## src/rtl/pipe_ctrl_pkg.sv

```systemverilog
// Shared constants for the pipeline sequencer: stage indices, PC step, counter width.
package pipe_ctrl_pkg;

  localparam int unsigned STG_IF  = 0;
  localparam int unsigned STG_ID  = 1;
  localparam int unsigned STG_EX  = 2;
  localparam int unsigned STG_MEM = 3;
  localparam int unsigned STG_WB  = 4;

  localparam int unsigned PC_STEP = 4;
  localparam int unsigned PERF_W  = 32;

endpackage

```

## src/rtl/pipe_prio_enc.sv

```systemverilog
// Highest-set-bit priority encoder: found=1 and idx=index of the top set bit of req.
module pipe_prio_enc #(
  parameter int N = 5,
  parameter int W = $clog2(N)
) (
  input  logic [N-1:0] req,
  output logic         found,
  output logic [W-1:0] idx
);

  // Ascending scan so the highest set bit is the last one written.
  always_comb begin
    found = 1'b0;
    idx   = '0;
    for (int unsigned i = 0; i < N; i++) begin
      if (req[i]) begin
        found = 1'b1;
        idx   = W'(i);
      end
    end
  end

endmodule

```

## src/rtl/pipe_ctrl.sv

```systemverilog
// Pipeline sequencer: owns fetch PC, per-stage valid bits and per-stage load
// enables; arbitrates hold and flush/redirect requests from any stage.
// Optional performance counters: define PIPE_CTRL_PERF_CNT_EN.
module pipe_ctrl
  import pipe_ctrl_pkg::*;
#(
  parameter int              STAGES   = 5,
  parameter int              PC_W     = 32,
  parameter logic [PC_W-1:0] RESET_PC = '0
) (
  input  logic                   clk,
  input  logic                   rst_n,
  input  logic [STAGES-1:0]      hold_req,
  input  logic [STAGES-1:0]      flush_req,
  input  logic [STAGES*PC_W-1:0] flush_tgt,
  output logic [PC_W-1:0]        pc,
  output logic [STAGES-1:0]      stage_valid,
  output logic [STAGES-1:0]      stage_en,
  output logic                   fetch_kill,
  output logic                   redirect,
  output logic [PERF_W-1:0]      perf_retire,
  output logic [PERF_W-1:0]      perf_stall,
  output logic [PERF_W-1:0]      perf_flush
);

  localparam int SIDX_W = $clog2(STAGES);

  logic [STAGES-1:0] valid_q, valid_d;
  logic [STAGES-1:0] h, fl, en;
  logic              s_found, f_found;
  logic [SIDX_W-1:0] s_idx, f_idx;
  logic              flush_acc;
  logic [PC_W-1:0]   pc_q, pc_d, tgt;
  logic              redirect_q, fetch_kill_q;

  assign h  = hold_req  & valid_q;
  assign fl = flush_req & valid_q;

  pipe_prio_enc #(.N(STAGES), .W(SIDX_W)) u_hold_enc (
    .req   (h),
    .found (s_found),
    .idx   (s_idx)
  );

  pipe_prio_enc #(.N(STAGES), .W(SIDX_W)) u_flush_enc (
    .req   (fl),
    .found (f_found),
    .idx   (f_idx)
  );

  // A flush wins only when strictly older than every held stage.
  assign flush_acc = f_found && (!s_found || (f_idx > s_idx));

  // Stages at or below the oldest hold freeze; everything older advances.
  always_comb begin
    en = '0;
    for (int unsigned i = 0; i < STAGES; i++) begin
      en[i] = !s_found || (SIDX_W'(i) > s_idx);
    end
  end

  // Select the redirect target slice of the oldest accepted flusher.
  always_comb begin
    tgt = '0;
    for (int unsigned i = 0; i < STAGES; i++) begin
      if (SIDX_W'(i) == f_idx) tgt = flush_tgt[i*PC_W +: PC_W];
    end
  end

  // Next valid bits: flush kill, then bubble behind a hold, then normal shift.
  // The bubble stage is the first enabled stage directly above a frozen one.
  always_comb begin
    valid_d         = valid_q;
    valid_d[STG_IF] = 1'b1;
    for (int unsigned i = 1; i < STAGES; i++) begin
      if (flush_acc && (SIDX_W'(i) <= f_idx)) begin
        valid_d[i] = 1'b0;
      end else if (en[i] && !en[i-1]) begin
        valid_d[i] = 1'b0;
      end else if (en[i]) begin
        if (i == STG_ID) valid_d[i] = valid_q[STG_IF] & ~fetch_kill_q;
        else             valid_d[i] = valid_q[i-1];
      end
    end
  end

  // Next PC: redirect overrides a stage-0 hold; otherwise step or hold.
  always_comb begin
    if (flush_acc)       pc_d = tgt;
    else if (en[STG_IF]) pc_d = pc_q + PC_W'(PC_STEP);
    else                 pc_d = pc_q;
  end

  // Sequencer state registers.
  always_ff @(posedge clk or negedge rst_n) begin
    if (!rst_n) begin
      pc_q         <= RESET_PC;
      valid_q      <= '0;
      redirect_q   <= 1'b0;
      fetch_kill_q <= 1'b0;
    end else begin
      pc_q         <= pc_d;
      valid_q      <= valid_d;
      redirect_q   <= flush_acc;
      fetch_kill_q <= flush_acc;
    end
  end

  assign pc          = pc_q;
  assign stage_valid = valid_q;
  assign stage_en    = en;
  assign redirect    = redirect_q;
  assign fetch_kill  = fetch_kill_q;

`ifdef PIPE_CTRL_PERF_CNT_EN
  logic [PERF_W-1:0] retire_q, stall_q, flush_q;

  // Retire, stall and flush event counters; wrap naturally at 2^PERF_W.
  always_ff @(posedge clk or negedge rst_n) begin
    if (!rst_n) begin
      retire_q <= '0;
      stall_q  <= '0;
      flush_q  <= '0;
    end else begin
      if (valid_q[STAGES-1] && en[STAGES-1]) retire_q <= retire_q + 1'b1;
      if (s_found)                           stall_q  <= stall_q + 1'b1;
      if (flush_acc)                         flush_q  <= flush_q + 1'b1;
    end
  end

  assign perf_retire = retire_q;
  assign perf_stall  = stall_q;
  assign perf_flush  = flush_q;
`else
  assign perf_retire = '0;
  assign perf_stall  = '0;
  assign perf_flush  = '0;
`endif

endmodule

```

## config.mk

```make
export PLATFORM = sky130hd
export DESIGN_NAME = pipe_ctrl
export DESIGN_NICKNAME = d
export VERILOG_FILES = /design/src/rtl/pipe_ctrl_pkg.sv /design/src/rtl/pipe_prio_enc.sv /design/src/rtl/pipe_ctrl.sv
export SDC_FILE = /design/constraint.sdc
export NUM_CORES = 1
export LEC_CHECK = 0
export CAP_MARGIN = 30
export CORE_ASPECT_RATIO = 1.2
export CORE_MARGIN = 2
export CORE_UTILIZATION = 25
export DETAILED_ROUTE_END_ITERATION = 10
export GPL_ROUTABILITY_DRIVEN = 1
export GPL_TIMING_DRIVEN = 0
export SLEW_MARGIN = 15
export SYNTH_ARGS = -nofsm -noshare
export SYNTH_HDL_FRONTEND = slang
export SYNTH_HIERARCHICAL = 1
export SYNTH_SLANG_ARGS = --single-unit
```

## constraint.sdc

```tcl
create_clock -name clk -period 6.6 [get_ports clk]
set_input_delay 0.66 -clock clk [delete_from_list [all_inputs] [get_ports clk]]
set_output_delay 0.66 -clock clk [all_outputs]
set_load 0.05 [all_outputs]
```

==> run summary <==
Max-cap violation count: 0
Vias in the first global route: 4201
Most frequent cells in the layout: clkdlybuf4s50_1, buf_4, conb_1, dfrtp_1
Worst vdd ir: 0.000119 V
DR iter-0 viols: 103
Static leakage: 2.92 nW
Routed WL: 15600 um
Number of synthesized register bits: 38
CTS Sinks: 38
Vias per cell: 4.33
Detailed-route via count: 4187
Synth top area share: 23.4%
PostCTS Resize Cnt: 0
Switching fraction of total power: 53.6%
GR peak layer: met2
Run status: finished, final reports clean
Internal power: 0.00121 W
Synth Cell Area: 4070 um^2
RSZ-0062 raised after global routing: false
Simple logic cell fraction of the synthesized area: 15.9%
TritonCTS clock tree: yes
Total CTS buffers: 5
Fraction of layout cells with a size suffix above 1: 21.0%
Synth Instances: 434
Synth warn: 6
GRT Overall Usage: 17.3%
Non-filler cells, final: 966
First-pass DRT Iterations: 4
R2R Path End: stage_valid[3]
Most common library cell in the layout ignoring fill and taps: clkdlybuf4s50_1
Die footprint: 17300 um^2
Worst slew margin: 48.9%
Worst Tran Pin Value: 0.767 ns
Gp weighted congestion: 0.858
R2r startpoint: stage_valid[2]
Largest family of logic cells by synthesized area: buffers and inverters
Adder and majority gate portion of the synthesized area: 1.23%
Max Clk Rate: 0.258 GHz
Total gr overflow: 0
Final HPWL DP: 13200 um
Die X: 120 um
Crit end category: register
Met3 GRT Util: 4.37%
Syn Area/Cell: 9.37 um^2
Die Y-Extent: 144 um
H-tree Lvls: 2
Synth async-reset ratio: 100%
Boundary pin count: 312
Arrival time at the worst endpoint: 4.08 ns
Sequential fraction of the synthesis area: 23.4%
Top cell type by total area after synthesis: dfrtp_1
Final period util: 58.8%
CTS root buf: clkbuf_16
Largest net degree at the start of global routing: 21
Synth area leaders: dfrtp_1, buf_4, mux4_2
First-pass GRT wire length: 22900 um
Initial core utilization: 25.3%
Reg2reg path depth: 14
CP required: 6.80 ns
Unique cell type count in the Yosys netlist: 49
Post-route ant nets: 0
Clk buf depth: 2
Initial antenna violation count: 2
Placed cell count: 957
Switching Power: 0.00140 W
EDFF count, synth: 0
Clk pin slew, worst setup/hold paths: 0.06 ns
CP Class: in -> reg
Tmin final: 3.88 ns
Max Slew Vio Count: 0
Gate power share: 71.1%
WL/cell: 16.2 um
Filler cells: 1654
CP Max Fanout: 10
Hold Vio Cnt, Final: 0
Cts hold-fix bufs: 0
Cell Pwr Density: 371 nW/um^2
Worst Hold Class: in -> async
Startpoint types: input port
Synth Area in XOR/XNOR: 5.35%
Worst Skew: 0.00827 ns
# rows: 51
Final Net Count: 928
Main flop type after synthesis: dfrtp_1
Met2 capacity usage during global routing: 31.8%
Synth Area in Compound Gates: 13.7%
DRC: 0
Clock power frac: 9.6%
Setup_tns: 0 ns
Flop pwr share: 19.4%
FF-to-FF setup slack: 3.08 ns
I/O Buffers: 215
Area delta synth->final: 72.5%
Post-CTS Setup Repair Bufs: 0
Final setup fails: 0
PnR Total Power: 0.00261 W
Clk_lat worst skew: 0.28 ns
Core ar.: 16100 um^2
Met1 Use GR: 20.0%
Post-synthesis mux area share: 17.8%
[cell usage after synthesis (2+ instances only)]
cell type   n
a21oi_1    29
a21oi_2     2
a221oi_1   27
a22o_1      2
a32oi_1     2
and2_1     10
and3_1      2
buf_1       3
buf_2       4
buf_4      99
buf_6       3
clkbuf_1   13
conb_1      2
dfrtp_1    38
ha_1        4
inv_1      15
mux2i_1     7
mux4_2     29
nand2_1    18
nand2b_1    3
nand3_1    19
nand4_1     9
nor2_1     17
nor2b_1     4
nor3_1     11
nor4_1      3
o211ai_1    3
o21a_1      2
o21ai_0     6
or3_1       4
or4_1       4
or4_4       2
xnor2_1     8
xor2_1     15
[registers in the layout, summed over array words and instances (netlist names)]
signal,cells
fetch_kill,1
stage_valid,5
pc,32
[metrics by stage]
step                hold slack, ns  utilization (%)  cell area, um^2  worst slack [ns]
floorplan                    0.364                -             4420              3.59
global placement             0.504             42.5             6840              2.36
detailed placement           0.505             42.7             6860              2.37
CTS                          0.360             43.6             7020              2.65
global route                 0.371             43.6             7020              2.42
finish                       0.346             43.6             7020              2.72
[critical path: stages]
cell,delay (ns)
clkdlybuf4s50_1,0.39
and2_1,0.16
nand2b_1,0.16
a21oi_2,0.15
buf_2,0.40
buf_6,0.21
inv_1,0.05
ha_1,0.26
nand4_1,0.11
nand2_1,0.13
a31o_2,0.16
clkbuf_1,0.43
clkbuf_1,0.53
nor2_1,0.11
nor2_1,0.14
[area by class of cell]
class	instances	area [um^2]	share of cell area, %
multi-input cells	354	2560	36.5
repair buffers	216	2170	31.0
flip-flops and latches	38	951	13.5
plain buffers	122	857	12.2
well taps	212	265	3.78
clock buffers	6	139	1.98
inverters	15	56.3	0.802
clock inverters	2	12.5	0.178
diodes	1	2.50	0.0357
[worst max-delay path by stage]
stage | start | endpoint | slack, ns | depth (start not counted)
global route | flush_req[2] | pc[28] | 2.42 | 15
floorplan | stage_valid[2] | stage_en[1] | 3.59 | 4
detailed placement | flush_req[2] | pc[30] | 2.37 | 15
CTS | flush_req[2] | stage_valid[3] | 2.65 | 15
global placement | flush_req[2] | pc[30] | 2.36 | 15
finish | flush_req[2] | stage_valid[3] | 2.72 | 15
[logic make-up (layout without fill, tap and decap cells)]
group | after synthesis | count (layout)
AO/OA/AOI/OAI | 79 | 79
XOR/XNOR | 24 | 24
adder cells (fa/ha/maj) | 4 | 4
buffers and inverters | 137 | 361
flip-flops | 38 | 38
multiplexers | 36 | 36
other | 2 | 98
AND/OR/NAND/NOR | 114 | 114
[layer usage]
layer | share of wire [%] | wire (um)
met5 | 0.077 | 12
met3 | 8.9 | 1400
met1 | 38 | 5990
met2 | 52 | 8050
met4 | 1.1 | 174
[power by group through the flow]
stage | Sequential, W | Combinational [W] | Clock (W)
after floorplan | 0.000848 | 0.000905 | 0
after global placement | 0.000510 | 0.00186 | 0
after detailed placement | 0.000511 | 0.00187 | 0
after CTS | 0.000508 | 0.00188 | 0.000256
after global routing | 0.000528 | 0.00199 | 0.000265
final | 0.000504 | 0.00185 | 0.000250
Note: power is estimated with default switching activity, not from simulation.
==> RTL change 1, RTL diff (same settings) <==
The package constant `PERF_W` goes from 32 to 16.
--- a/src/rtl/pipe_ctrl_pkg.sv
+++ b/src/rtl/pipe_ctrl_pkg.sv
@@ -8,7 +8,7 @@
   localparam int unsigned STG_WB  = 4;
 
   localparam int unsigned PC_STEP = 4;
-  localparam int unsigned PERF_W  = 32;
+  localparam int unsigned PERF_W  = 16;
 
 endpackage
 
Interface: changed (resized perf_flush, perf_retire and perf_stall); port bits go from 312 to 264. No check against the original RTL was run, so the function may have changed too.
==> RTL change 1 against the unedited design <==
  * Clock skew fell by 0.00076 ns
  * Global-route usage rose by 0.30 points
  * Register-to-register slack better by 0.09 ns
  * Sequential cell count unchanged
  * Critical path depth is the same
  * Routed wire length decreased by 9.9%
  * Worst setup slack gained 0.094 ns
  * Final area decreased by 8.2%
  * Cell count shrank 11%
  * Area after synthesis fell by 8.9%
  * Total power fell by 4.1%
  * Sequential share of layout area increased by 1.2 points
  * Highest routed layer is now met4
==> RTL change 1: results (changes against the unedited design) <==
Clock network
  • Cts repair resizes: 0 (unchanged)
  • TritonCTS buffer count: 5 (unchanged)
  • Post-CTS Setup Repair Bufs: 0 (unchanged)
  • Max clock buf depth: 2 (unchanged)
  • CTS Root Cell: clkbuf_16 (unchanged)
  • H-tree depth: 2 (unchanged)
  • Clk_lat worst skew: 0.28 ns (about the same)
  • Clock transition at the registers of the reported paths: 0.06 ns (about the same)

Drt
  • Total Wirelength: 14100 um (was 15600 um)
  • First-pass DRT Iterations: 5 (was 4)
  • Vias per cell: 4.58 (was 4.33)
  • Wire length per cell: 16.4 um (was 16.2 um)
  • Iteration-0 DRC Markers: 117 (was 103)

Place
  • Placed Instances: 849 (was 957)
  • Post-detail-place hpwl: 11700 um (was 13200 um)
  • Final GP Congestion: 0.822 (was 0.858)
  • I/O Buffers: 215 (unchanged)

GRT
  • Vias in the first global route: 4137 (was 4201)
  • Met3 usage: 3.52% (was 4.37%)
  • First-pass GRT wire length: 21600 um (was 22900 um)
  • Largest net degree at the start of global routing: 29 (was 21)
  • All-layer global routing usage: 17.6% (was 17.3%)
  • GR Util met1: 19.7% (was 20.0%)
  • Antenna violations before repair: 0 (was 2)
  • Met2 GRT Util: 33.3% (was 31.8%)

Timing
  • Slew margin rel.: 52.2% (was 48.9%)
  • Max Clock Skew: 0.00751 ns (was 0.00827 ns)

Power
  • Leak: 2.50 nW (was 2.92 nW)
  • VDD IR max: 0.144 mV (was 0.119 mV)

Yosys
  • Synth area leaders: dfrtp_1 (26%), mux4_2 (18%), buf_4 (10%), a221oi_1 (6.4%), a21oi_1 (3.9%) (was dfrtp_1 (23%), buf_4 (18%), mux4_2 (16%), a221oi_1 (5.8%), a21oi_1 (3.6%))
  • Synth async-reset ratio: 100% (unchanged)
  • Top cells by count, synth: buf_4 (51), dfrtp_1 (38), a21oi_1 (29), mux4_2 (29), a221oi_1 (27) (was buf_4 (99), dfrtp_1 (38), a21oi_1 (29), mux4_2 (29), a221oi_1 (27))
  • Sequential area share after synthesis: 25.6% (was 23.4%)
  • Cells after Synth: 386 (was 434)
  • Yosys warnings: 6 (unchanged)
  • Synth unique cells: 49 (unchanged)
  • Post-synth top flop: dfrtp_1 (unchanged)

Status
  • Status: completed (unchanged)

Setup path
  • R2R setup slack: 3.17 ns (was 3.08 ns)
  • Reg2Reg Depth: 14 (unchanged)
  • Arrival time worst endpoint: 4.01 ns (was 4.08 ns)
  • Worst setup path class: primary input to register (unchanged)
  • Crit path launch: flush_req[2] (unchanged)
  • Worst r2r src: stage_valid[2] (unchanged)
  • Maximum net fanout on the critical path: 10 (unchanged)
  • FF-to-FF End: pc[28] (was stage_valid[3])

Finish
  • Diodes inserted: 0 (was 1)
  • Share of layout cells above drive strength 1: 16.6% (was 21.0%)
  • Final #Nets: 832 (was 928)
  • Max reg flops: 32 (unchanged)

Hold path
  • Worst min path class: primary input to asynchronous set/reset pin (unchanged)
-- RTL change 1: power by group --
group | switching, mW | total (mW) | internal, mW
Combinational | 1.07 | 1.76 | 0.689
Sequential | 0.151 | 0.501 | 0.350
Clock | 0.0978 | 0.238 | 0.140
-- RTL change 1: metrics by stage --
step	worst slack, ns	instance area (um^2)	utilization [%]	hold WS [ns]
final	2.82	6440	44.5	0.257
after global placement	2.53	6290	43.4	0.499
after global routing	2.47	6440	44.5	0.269
after CTS	2.76	6440	44.5	0.260
after detailed placement	2.47	6300	43.5	0.507
after floorplan	3.59	3880	-	0.364
-- RTL change 1: final cells by class --
type / count / area (um^2)
multi-input combinational: 306 / 2380
inverter: 15 / 56.3
timing repair buffer: 216 / 2170
clock buffer: 6 / 129
tap: 200 / 250
buffer: 74 / 497
sequential: 38 / 951
fill: 1396 / 8030
clock inverter: 2 / 13.8
-- RTL change 1: worst min-delay path by stage --
| stage | from | endpoint | slack, ns | cells after the start |
|---|---|---|---|---|
| after floorplan | rst_n | fetch_kill | 0.36 | 0 |
| after global placement | pc[0] | pc[0] | 0.50 | 2 |
| after detailed placement | pc[1] | pc[1] | 0.51 | 2 |
| after CTS | rst_n | stage_valid[0] | 0.26 | 1 |
| after global routing | rst_n | stage_valid[0] | 0.27 | 1 |
| final | rst_n | stage_valid[0] | 0.26 | 1 |
-- RTL change 1: cells by family (layout without fill, tap and decap cells) --
logic type,after synthesis,count (layout),synth area share (%)
AO/OA/AOI/OAI,79,79,15.0
XOR/XNOR,24,24,5.87
adder cells (fa/ha/maj),4,4,1.35
buffers and inverters,89,313,14.9
flip-flops,38,38,25.6
multiplexers,36,36,19.5
other,2,49,0.203
AND/OR/NAND/NOR,114,114,17.5
-- RTL change 1: worst max-delay path, stage by stage --
cell             delay, ns
clkdlybuf4s50_1       0.39
and2_1                0.16
nand2b_1              0.15
a21oi_2               0.18
buf_2                 0.37
buf_6                 0.21
inv_1                 0.05
ha_1                  0.26
nand4_1               0.09
nand2_1               0.13
a31o_2                0.17
clkbuf_1              0.40
clkbuf_1              0.49
o211ai_1              0.18
nand3_1               0.10
-- RTL change 1: routing by layer --
| layer | wire, um | vias up | share of wire, % |
|---|---|---|---|
| li1 | - | 1906 | - |
| met1 | 5370 | 1815 | 38 |
| met2 | 7440 | 192 | 53 |
| met3 | 1060 | 12 | 7.5 |
| met4 | 211 | 0 | 1.5 |
| met5 | 0 | - | 0 |
==> RTL change 2, RTL diff (config.mk and constraints unchanged) <==
Without the edit above. The output `redirect` loses its register stage (`redirect_q` becomes a continuous assignment).
--- a/src/rtl/pipe_ctrl.sv
+++ b/src/rtl/pipe_ctrl.sv
@@ -96,15 +96,15 @@
     if (!rst_n) begin
       pc_q         <= RESET_PC;
       valid_q      <= '0;
-      redirect_q   <= 1'b0;
       fetch_kill_q <= 1'b0;
     end else begin
       pc_q         <= pc_d;
       valid_q      <= valid_d;
-      redirect_q   <= flush_acc;
       fetch_kill_q <= flush_acc;
     end
   end
+
+  assign redirect_q = flush_acc;
 
   assign pc          = pc_q;
   assign stage_valid = valid_q;
Behaviour: not the same (Yosys sat finds a counterexample within 4 cycles, from zero or initial values and one cycle with rst_n low).
==> RTL change 2 against the unedited design <==
  * Count of clock-buffer cells in the layout unchanged
  * Sequential power about the same
  * Sequential cell count unchanged
  * Area after synthesis down 0.18%
  * Routed wire length down 0.12%
  * Final area up 0.18%
  * Worst setup slack worse by 0.77 ns
  * Total power up 1.6%
  * Critical path type is now primary input to output port
  * Largest power group unchanged
==> RTL change 2: results (changes against the unedited design) <==
Place
  • Place WS: 1.88 ns (was 2.37 ns)
  • Final GP Congestion: 0.781 (was 0.858)
  • Placed Instances: 956 (was 957)
  • Post-detail-place hpwl: 13300 um (was 13200 um)

Drt
  • Iteration-0 DRC Markers: 114 (was 103)
  • Routed vias: 4180 (was 4187)
  • Total Wirelength: 15600 um (about the same)

GRT
  • Vias in the first global route: 4144 (was 4201)
  • All-layer global routing usage: 17.2% (was 17.3%)

Yosys
  • Sequential area share after synthesis: 23.4% (about the same)
  • Cells after Synth: 433 (was 434)
  • Top cells by count, synth: buf_4 (98), dfrtp_1 (38), a21oi_1 (29), mux4_2 (29), a221oi_1 (27) (was buf_4 (99), dfrtp_1 (38), a21oi_1 (29), mux4_2 (29), a221oi_1 (27))
  • Synth area leaders: dfrtp_1 (23%), buf_4 (18%), mux4_2 (16%), a221oi_1 (5.8%), a21oi_1 (3.6%) (unchanged)

Status
  • Status: completed (unchanged)

Setup path
  • Arrival time worst endpoint: 3.99 ns (was 4.08 ns)
  • CP endpoint: redirect (was stage_valid[3])
  • Maximum net fanout on the critical path: 11 (was 10)
  • FF-to-FF End: pc[28] (was stage_valid[3])
  • R2R setup slack: 3.15 ns (was 3.08 ns)

Timing
  • Max Clock Skew: 0.00621 ns (was 0.00827 ns)
  • Crit share post-route: 70.4% (was 58.8%)
  • Worst Max-Slew Pin Slew: 0.752 ns (was 0.767 ns)

Power
  • Leak: 2.93 nW (was 2.92 nW)
  • VDD IR max: 0.126 mV (was 0.119 mV)

Finish
  • Non-filler cells, final: 965 (was 966)
  • Final #Nets: 927 (was 928)
==> RTL change 2: area by class of cell <==
class                   instances  area (um^2)
diodes                          2         5.00
plain buffers                 121          850
clock buffers                   6          139
clock inverters                 1         30.0
fillers                      1609         9050
inverters                      15         56.3
multi-input cells             354         2560
flip-flops and latches         38          951
well taps                     212          265
repair buffers                216         2170
==> RTL change 2: report_power, final <==
part           total [mW]  leakage [nW]  switching [mW]  internal (mW)
Sequential          0.505         0.436           0.155          0.350
Clock               0.286        0.0830          0.0991          0.187
Combinational        1.86          2.41            1.15          0.708
Total                2.65          2.93            1.40           1.25
==> RTL change 2: cells by family (layout without fill, tap and decap cells) <==
family,count (synthesis),count (layout),synth area share (%)
xor gates and xnor gates,24,24,5.36
DFF,38,38,23.4
other,2,99,0.185
muxes,36,36,17.8
adders and majority gates,4,4,1.23
and+or+nand+nor,114,114,16.0
AOI/OAI and AO/OA,79,79,13.7
buffers and inverters,136,359,22.3
==> RTL change 2: worst min path at each step <==
stage | start | to | slack [ns] | cells past startpoint
after detailed placement | pc[1] | pc[1] | 0.51 | 2
after floorplan | rst_n | fetch_kill | 0.36 | 0
after global routing | rst_n | pc[3] | 0.38 | 1
final | rst_n | pc[3] | 0.34 | 1
after global placement | pc[0] | pc[0] | 0.50 | 2
after CTS | rst_n | pc[3] | 0.35 | 1
==> RTL change 2: through the flow <==
step,hold slack (ns),instance area (um^2)
5_1_grt,0.381,7030
2_1_floorplan,0.364,4420
6_report,0.343,7030
4_1_cts,0.355,7030
3_5_place_dp,0.507,6860
3_3_place_gp,0.497,6830
==> RTL change 2: layer usage <==
layer	vias up	GRT usage, %	part of all wire, %
met1	1934	19.7	37
met4	0	3.00	0.70
met2	191	33.0	54
met3	6	3.89	8.2
li1	2049	-	-
met5	-	0	0
==> RTL change 2: critical path: stages <==
cell and delay (ns):
clkdlybuf4s50_1 0.39, and2_1 0.16, nand2b_1 0.15, a21oi_2 0.17, buf_2 0.37, buf_6 0.21, inv_1 0.05, ha_1 0.27
nand4_1 0.09, nand2_1 0.08, a31o_2 0.26, inv_1 0.11, buf_6 0.18, clkdlybuf4s50_1 0.82
